===== src/rtl/axis_video_frame_src_if.sv =====
// axis_video_frame_src_if: AXI4-Stream video bus (TDATA/TVALID/TREADY/TUSER/TLAST)
// master drives data/valid/user/last and samples ready; slave is the mirror image.
interface axis_video_frame_src_if #(parameter int C_W = 8);
  logic [3*C_W-1:0] TDATA;
  logic             TVALID;
  logic             TREADY;
  logic             TUSER;
  logic             TLAST;
  modport master (output TDATA, TVALID, TUSER, TLAST, input TREADY);
  modport slave  (input TDATA, TVALID, TUSER, TLAST, output TREADY);
endinterface


===== src/rtl/axis_video_frame_src.sv =====
// axis_video_frame_src: AXI4-Stream video test-pattern frame source with ap_ block handshake
// ap_clk/ap_rst: clock, sync active-high reset; ap_start/ap_ready/ap_done/ap_idle: block control;
// width/height/pattern_sel/solid_color: frame config latched on accept; m_axis_video: pixel stream;
// frame_cnt: frames completed since reset.
module axis_video_frame_src #(
  parameter int C_W   = 8,
  parameter int DIM_W = 12
) (
  input  logic                 ap_clk,
  input  logic                 ap_rst,
  input  logic                 ap_start,
  output logic                 ap_ready,
  output logic                 ap_done,
  output logic                 ap_idle,
  input  logic [DIM_W-1:0]     width,
  input  logic [DIM_W-1:0]     height,
  input  logic [1:0]           pattern_sel,
  input  logic [3*C_W-1:0]     solid_color,
  axis_video_frame_src_if.master m_axis_video,
  output logic [15:0]          frame_cnt
);
  localparam logic [1:0] S_IDLE = 2'd0, S_ACTIVE = 2'd1, S_DONE = 2'd2;
  logic [1:0] state_q, state_d, sel_q, sel_d;
  logic [DIM_W-1:0] x_q, x_d, y_q, y_d, w_q, w_d, h_q, h_d;
  logic [3*C_W-1:0] col_q, col_d, pix;
  logic [15:0] cnt_q, cnt_d;
  logic [C_W-1:0] xc, yc, sum;
  logic valid, fire, eol, eof;
  always_comb begin
    ap_idle = state_q == S_IDLE;
    ap_ready = ap_idle && ap_start;
    ap_done = state_q == S_DONE;
    valid = state_q == S_ACTIVE;
    fire = valid && m_axis_video.TREADY;
    eol = x_q == w_q - DIM_W'(1);
    eof = eol && y_q == h_q - DIM_W'(1);
    xc = x_q[C_W-1:0];
    yc = y_q[C_W-1:0];
    sum = xc + yc;
    // tagged pattern uses cnt_q directly: it only advances in DONE, so during ACTIVE it is the current frame index
    pix = sel_q == 2'd0 ? {yc, xc, sum} :
          sel_q == 2'd1 ? col_q :
          sel_q == 2'd2 ? {(3*C_W){x_q[3] ^ y_q[3]}} : {cnt_q[C_W-1:0], yc, xc};
    m_axis_video.TVALID = valid;
    m_axis_video.TDATA = valid ? pix : '0;
    m_axis_video.TUSER = valid && x_q == '0 && y_q == '0;
    m_axis_video.TLAST = valid && eol;
    frame_cnt = cnt_q;
    state_d = state_q;
    x_d = x_q;
    y_d = y_q;
    w_d = w_q;
    h_d = h_q;
    sel_d = sel_q;
    col_d = col_q;
    cnt_d = cnt_q;
    if (ap_ready) begin
      w_d = width;
      h_d = height;
      sel_d = pattern_sel;
      col_d = solid_color;
      x_d = '0;
      y_d = '0;
      state_d = (width != '0 && height != '0) ? S_ACTIVE : S_DONE;
    end
    if (fire) begin
      x_d = eol ? '0 : x_q + DIM_W'(1);
      y_d = eol ? y_q + DIM_W'(1) : y_q;
      state_d = eof ? S_DONE : state_q;
    end
    if (ap_done) begin
      state_d = S_IDLE;
      cnt_d = cnt_q + 16'd1;
    end
  end
  always_ff @(posedge ap_clk) begin
    if (ap_rst) begin
      state_q <= S_IDLE;
      x_q <= '0;
      y_q <= '0;
      w_q <= '0;
      h_q <= '0;
      sel_q <= '0;
      col_q <= '0;
      cnt_q <= '0;
    end else begin
      state_q <= state_d;
      x_q <= x_d;
      y_q <= y_d;
      w_q <= w_d;
      h_q <= h_d;
      sel_q <= sel_d;
      col_q <= col_d;
      cnt_q <= cnt_d;
    end
  end
endmodule


===== src/flat_wrapper.sv =====
// flat-port wrapper written by rule: the top's interface ports become plain ports
module axis_video_frame_src_flat 
#(
  parameter int C_W   = 8,
  parameter int DIM_W = 12
)
  (ap_clk, ap_rst, ap_start, ap_ready, ap_done, ap_idle, width, height, pattern_sel, solid_color, frame_cnt, m_axis_video_TDATA, m_axis_video_TVALID, m_axis_video_TUSER, m_axis_video_TLAST, m_axis_video_TREADY);
  axis_video_frame_src_if #(.C_W(C_W)) m_axis_video_i ();
  input  logic ap_clk;
  input  logic ap_rst;
  input  logic ap_start;
  output logic ap_ready;
  output logic ap_done;
  output logic ap_idle;
  input  logic [DIM_W-1:0] width;
  input  logic [DIM_W-1:0] height;
  input  logic [1:0] pattern_sel;
  input  logic [3*C_W-1:0] solid_color;
  output logic [15:0] frame_cnt;
  output wire logic [$bits(m_axis_video_i.TDATA)-1:0] m_axis_video_TDATA;
  output wire logic [$bits(m_axis_video_i.TVALID)-1:0] m_axis_video_TVALID;
  output wire logic [$bits(m_axis_video_i.TUSER)-1:0] m_axis_video_TUSER;
  output wire logic [$bits(m_axis_video_i.TLAST)-1:0] m_axis_video_TLAST;
  input wire logic [$bits(m_axis_video_i.TREADY)-1:0] m_axis_video_TREADY;
  assign m_axis_video_TDATA = m_axis_video_i.TDATA;
  assign m_axis_video_TVALID = m_axis_video_i.TVALID;
  assign m_axis_video_TUSER = m_axis_video_i.TUSER;
  assign m_axis_video_TLAST = m_axis_video_i.TLAST;
  assign m_axis_video_i.TREADY = m_axis_video_TREADY;
  axis_video_frame_src #(.C_W(C_W), .DIM_W(DIM_W)) u_core (.ap_clk(ap_clk), .ap_rst(ap_rst), .ap_start(ap_start), .ap_ready(ap_ready), .ap_done(ap_done), .ap_idle(ap_idle), .width(width), .height(height), .pattern_sel(pattern_sel), .solid_color(solid_color), .m_axis_video(m_axis_video_i), .frame_cnt(frame_cnt));
endmodule

===== config.mk =====
export PLATFORM = sky130hd
export DESIGN_NAME = axis_video_frame_src_flat
export DESIGN_NICKNAME = d
export VERILOG_FILES = /design/src/rtl/axis_video_frame_src_if.sv /design/src/rtl/axis_video_frame_src.sv /design/src/flat_wrapper.sv
export SDC_FILE = /design/constraint.sdc
export NUM_CORES = 1
export LEC_CHECK = 0
export CAP_MARGIN = 20
export CORE_UTILIZATION = 54
export DETAILED_ROUTE_END_ITERATION = 16
export GPL_TIMING_DRIVEN = 0
export PLACE_DENSITY = 0.82
export SYNTH_ARGS = -nofsm -noshare
export SYNTH_HDL_FRONTEND = slang
export SYNTH_SLANG_ARGS = --single-unit

===== constraint.sdc =====
create_clock -name ap_clk -period 3.45 [get_ports ap_clk]
set_input_delay 0.5175 -clock ap_clk [delete_from_list [all_inputs] [get_ports ap_clk]]
set_output_delay 0.5175 -clock ap_clk [all_outputs]
set_load 0.005 [all_outputs]

==> results of run 1 <==
[per-layer routing]
metal | global-route usage [%] | part of all wire [%] | vias to the layer above
li1 | - | - | 2790
met1 | 39.0 | 40 | 2765
met2 | 52.6 | 48 | 281
met3 | 6.86 | 8.6 | 54
met4 | 16.2 | 3.6 | 0
met5 | 0 | 0 | -
[state kept, by name (all words and copies together), names as in the netlist]
| signal | count |
|---|---|
| u_core.frame_cnt | 16 |
| u_core.state_q | 2 |
| u_core.sel_q | 2 |
| u_core.y_q | 12 |
| u_core.x_q | 12 |
| u_core.col_q | 24 |
| u_core.h_q | 12 |
| u_core.w_q | 12 |
[layout make-up]
class,count,area (um2),share of cell area (%)
clock inverter,7,66.3,0.925
timing repair buffer,104,1030,14.4
inverter,20,75.1,1.05
multi-input combinational,553,3630,50.6
clock buffer,9,124,1.73
tap,136,170,2.37
sequential,92,1860,25.9
buffer,55,221,3.09
[kinds of logic after synthesis]
| kind of cell | after synthesis | synth area share (%) |
|---|---|---|
| AOI/OAI and AO/OA | 168 | 18.1 |
| xor gates and xnor gates | 45 | 6.88 |
| adders and majority gates | 15 | 3.41 |
| buffers and inverters | 77 | 5.22 |
| DFF | 92 | 32.2 |
| muxes | 25 | 8.30 |
| and+or+nand+nor | 300 | 25.9 |
[cells in the final DEF, fill, tap and decap left out, types with 3 or more instances in the layout]
cell type / netlist / final
a211oi_1: 5 / 5
a21o_1: 5 / 5
a21oi_1: 90 / 87
a21oi_2: 0 / 3
a22o_1: 3 / 3
a22oi_1: 4 / 4
a31oi_1: 7 / 7
and2_1: 19 / 19
and3_1: 11 / 11
buf_1: 6 / 5
buf_4: 0 / 5
clkbuf_1: 48 / 43
clkbuf_2: 0 / 4
clkbuf_8: 0 / 9
clkdlybuf4s50_1: 0 / 98
clkinv_4: 0 / 4
dfxtp_1: 92 / 87
dfxtp_4: 0 / 3
ha_1: 14 / 13
inv_1: 19 / 19
mux2i_1: 7 / 7
mux4_2: 18 / 18
nand2_1: 127 / 127
nand2b_1: 8 / 8
nand3_1: 22 / 22
nand3b_1: 3 / 3
nand4_1: 14 / 14
nor2_1: 41 / 41
nor3_1: 12 / 12
nor4_1: 12 / 12
o21ai_0: 16 / 15
o21ai_1: 3 / 4
o31ai_1: 9 / 9
or3_1: 12 / 12
or4_1: 6 / 6
xnor2_1: 19 / 19
xor2_1: 26 / 26
[how the worst max path moves through the flow]
stage	start	end	slack, ns	depth (start not counted)
after global routing	u_core.w_q[2]	m_axis_video_TLAST	0.009	6
after global placement	u_core.x_q[0]	m_axis_video_TDATA[6]	0.24	10
after detailed placement	u_core.x_q[0]	m_axis_video_TDATA[6]	0.16	10
after CTS	u_core.x_q[0]	m_axis_video_TDATA[6]	-0.01	10
final	u_core.w_q[2]	m_axis_video_TLAST	0.08	6
after floorplan	u_core.w_q[0]	u_core.y_q[1]	0.83	12
[critical path: stages, from the launching register on]
cell and delay (ns):
dfxtp_1 0.41, or4_4 0.62, nor4_2 0.34, a311oi_2 0.11, o21ai_2 0.25, o2111a_1 0.25, clkdlybuf4s50_1 0.50
[where the power goes]
group | leakage [nW] | switching [mW] | internal [mW]
Sequential | 0.752 | 0.0406 | 1.10
Clock | 0.0978 | 0.446 | 0.280
Combinational | 1.79 | 0.291 | 0.223
Total | 2.64 | 0.777 | 1.61
[per-stage QoR]
stage	power (mW)	worst slack (ns)	TNS [ns]	hold WS, ns	std cells
2_1_floorplan	1.48	0.832	0	0.433	722
3_3_place_gp	1.64	0.243	0	0.442	957
3_5_place_dp	1.66	0.155	0	0.447	957
4_1_cts	2.37	-0.0144	-0.0144	0.463	973
5_1_grt	2.48	0.00899	0	0.482	976
6_report	2.38	0.0759	0	0.463	976
[timing repair]
action                     4_1_cts  5_1_grt
setup buffers                    1        4
gates resized for setup         11       14
pin swaps                        2        5
setup endpoints to repair       11       12
gates cloned                     0        0
==> run metrics, run 1 <==
DR pass1 iterations 5; GRT Util Overall 31.8%; root buffer cell clkbuf_8; Worst-Margin Slew slightly below 0.8 ns; post-route cell area 7170 um2; Worst VDD drop around 0.00023 V; dominant synthesized flop cell dfxtp_1; H-tree depth 3; max-capacitance violation count 0; post-synthesis cell type count 63; Synth-to-Final Area Change 25.2%; r2r endpoint u_core.state_q[0]; Remaining DRCs 0; min-delay src u_core.col_q[20]; Clock transition at path regs roughly 0.11 ns; worst-skew pair later-pin latency between 0.3 and 0.4 ns; reg-to-reg setup timing slack around 0.59 ns; sequential fraction of the synthesis area 32.2%; Initial Utilization a little under three fifths; Post-Syn Area around 5700 um2; Via density about 6.0; Die Wd around 100 um; Commonest cells post-synth 127 x nand2_1, 92 x dfxtp_1, 90 x a21oi_1; core area 10300 um2; Final GP Congestion just over 0.9; cell taking the most area after synthesis dfxtp_1; Worst setup SP type register; count leader, synth nand2_1; f_max 296 MHz; Seq cells post-synth a little over 90; Crit Path Max Fanout 8; worst r2r src u_core.w_q[2]; largest net degree at the start of global routing 19; status completed; clock tree buffer depth 2; CTS Hold Bufs 0; DIE AREA approximately 11000 um2; P_leak around 2.6 nW; final-layout fill cell count 856; area share of the largest cell type after synthesis around a third; grt ovf 0; critical path type reg2out; Setup violations, final 0; CTS tree built; number of synthesized flops with an enable pin 0; final slew viol count 0; worst min path class reg2reg; Final Util between 60% and 70%; final count of hold timing violations 0; ratio of cells with drive above 1 in the final layout ~8.6%; fin crit share a little over nine tenths; Net Count, Synth just under 800; number of global-route vias before repair approximately 5700; worst rel slew slack about half; Area after DPL 6890 um2; Final min period 3.37 ns; hold endpoint u_core.col_q[20]; Placement Rows 37; first-pass GRT wire length ~28000 um; Antenna Diode Count 0; Synth async-reset ratio 0%; routed vias 5890; Pwr per Cell Area between 300 and 400 nW/um2; RSZ-0062 raised after global routing false; Avg Cell Area, Syn slightly below 8 um2; R2R cell count 8; Post-Syn Instances 722; # clock sinks 92; IO Count 100; ANT nets after route 0; TritonCTS Buffers 9; HPWL after DPL 13100 um; Port Buffers 99; initial antenna violation count 0; drt wl/cell roughly 18 um; nets between 900 and 1000; worst hold stages 2; initial DRC count 400; Critical Path Sink Type output port; Synth area leaders dfxtp_1 32%, nand2_1 8.3%, a21oi_1 7.9%; Worst Path Required 2.93 ns; chip height approximately 100 um; arrival time at the worst endpoint roughly 2.9 ns; Synth Warn # 0; Total Routed Length between 15000 and 20000 um; clk_skew around 0.017 ns
Note: power is estimated with default switching activity, not from simulation.
==> run 2, diff against run 1 <==
- REMOVE_ABC_BUFFERS: not set -> 1
==> run 2 against run 1 <==
Against the previous run: sequential share of layout area up 0.71 points; cell count is 5.3% lower; final area fell by 2.4%; register-to-register slack worse by 0.03 ns; highest routed layer unchanged; global-route usage fell by 3.7 points; setup slack improved by 0.054 ns; largest power group unchanged; fmax is 1.6% higher; sequential power hardly changed; clock-buffer cell count grew 2.
==> run metrics, run 2 (same netlist as run 1, synthesis figures left out) <==
status completed; worst rel slew slack 40.9%; Worst VDD drop approximately 0.00023 V; initial antenna violation count 0; Remaining DRCs 0; Die Wd roughly 100 um; wl on met1 6270 um; ratio of cells with drive above 1 in the final layout a little under a tenth; Overall Power about 2.3 mW; # clock sinks 92; IO Count 100; commonest cells after routing, fill and taps aside 126 x nand2_1, 98 x clkdlybuf4s50_1, 87 x a21oi_1; first-pass GRT wire length ~25000 um; Setup violations, final 0; Crit Path Max Fanout 8; root buffer cell clkbuf_8; fin crit share between 90 and 100%; Worst-Margin Slew 0.886 ns; GRT Util Overall around 28%; worst hold stages 2; core area about 10000 um2; Synth-to-Final Area Change 22.3%; P_leak 2.55 nW; reg-to-reg setup timing slack 0.56 ns; pre-CTS setup slack 0.0904 ns; largest net degree at the start of global routing between 50 and 60; HPWL after DPL ~11000 um; CTS Hold Bufs 0; worst min path class reg2reg; DR pass1 iterations 5; Placement Rows 37; commonest non-fill, non-tap cell in the layout nand2_1; hold endpoint u_core.col_q[0]; Via density slightly below 6; Final GP Congestion 0.858; setup TNS 0 ns; Crit-path slowest cell clkdlybuf4s50_1; H-tree depth 3; routed vias 5482; largest stage delay on the critical path roughly 0.43 ns; arrival time at the worst endpoint between 2 and 3 ns; CTS tree built; Initial Utilization roughly 55%; TritonCTS Buffers 9; clk_skew about 0.0066 ns; Fin Hold WS approximately 0.46 ns; Worst setup SP type register; initial DRC count approximately 320; Final Non-Filler Cells just over 900; min-delay src u_core.col_q[0]; chip height about 100 um; Worst Path Required between 2 and 3 ns; number of global-route vias before repair around 5400; Placed Cells between 900 and 1000; Final min period about 3.3 ns; f_max 301 MHz; Antenna Diode Count 0; Clock transition at path regs 0.09 ns; Total Routed Length approximately 15000 um; wire length on met2 around 7500 um; max-capacitance violation count 0; DIE AREA approximately 11000 um2; ANT nets after route 0; worst-skew pair later-pin latency about 0.37 ns; worst r2r src u_core.w_q[0]; CP Cell Sequence ha_2 -> fa_2 -> a21o_1 -> a21oi_2 -> o21bai_1 -> a21oi_1 -> xor2_1 -> o21ai_0 -> o21a_1 -> clkdlybuf4s50_1; Port Buffers 99; clock tree buffer depth 2; max reg flops 24; Pwr per Cell Area 332 nW/um2; r2r endpoint u_core.y_q[11]; nets about 850; Final Worst Setup Slack 0.130 ns; drt wl/cell ~16 um; CP bufs+invs 1; RSZ-0062 raised after global routing false; critical path's top delay family compound AO/OA/AOI/OAI gates; final slew viol count 0; DR top layer met4; final count of hold timing violations 0; grt ovf 0; register name with the most flops u_core.col_q; R2R cell count 10; met3 routed WL ~1100 um; critical path type reg2out; Critical Path Sink Type output port
run 2: stage by stage:
stage          utilization (%)  cell area (um2)
5_1_grt                   67.8             7000
2_1_floorplan                -             5500
3_5_place_dp              65.1             6720
3_3_place_gp              64.5             6660
6_report                  67.8             7000
4_1_cts                   67.2             6940
run 2: how the worst max path moves through the flow:
stage	from	end	slack, ns	cells past startpoint
floorplan	ap_start	u_core.x_q[9]	0.89	5
global placement	ap_rst	u_core.x_q[9]	-1.10	7
detailed placement	ap_start	ap_ready	0.09	5
CTS	u_core.y_q[0]	m_axis_video_TDATA[6]	0.008	10
global route	u_core.x_q[0]	m_axis_video_TDATA[6]	0.002	10
finish	u_core.x_q[0]	m_axis_video_TDATA[6]	0.13	10
run 2: layout make-up:
class | instances | area [um2]
Timing Repair Buffer | 107 | 1080
Tap cell | 136 | 170
Sequential cell | 92 | 1860
Clock buffer | 11 | 151
Fill cell | 854 | 3320
Multi-Input combinational cell | 553 | 3630
Clock inverter | 5 | 35.0
Inverter | 20 | 76.3
run 2: metal layers:
metal / track usage [%] / vias up
li1: - / 2688
met4: 11.2 / 0
met3: 6.67 / 33
met2: 49.5 / 200
met5: 0 / -
met1: 32.9 / 2561
run 2: report_power, final:
group / internal (mW) / total (mW) / switching (mW)
Clock: 0.303 / 0.703 / 0.400
Sequential: 1.10 / 1.16 / 0.0602
Combinational: 0.212 / 0.461 / 0.249
Total: 1.62 / 2.33 / 0.710
run 2: worst register-to-register path, delay by kind of cell, from the launching register on:
kind,cells,cell delay (ns)
adders and majority gates,1,0.23
buffers and inverters,2,0.22
and+or+nand+nor,2,0.87
DFF,1,0.41
AOI/OAI and AO/OA,5,1.08
run 2: timing repair:
item                       in CTS  in global routing
setup buffers                   0                  5
resized for setup              14                  8
pin swaps                       0                  4
gates cloned                    0                  0
setup endpoints to repair       5                  5
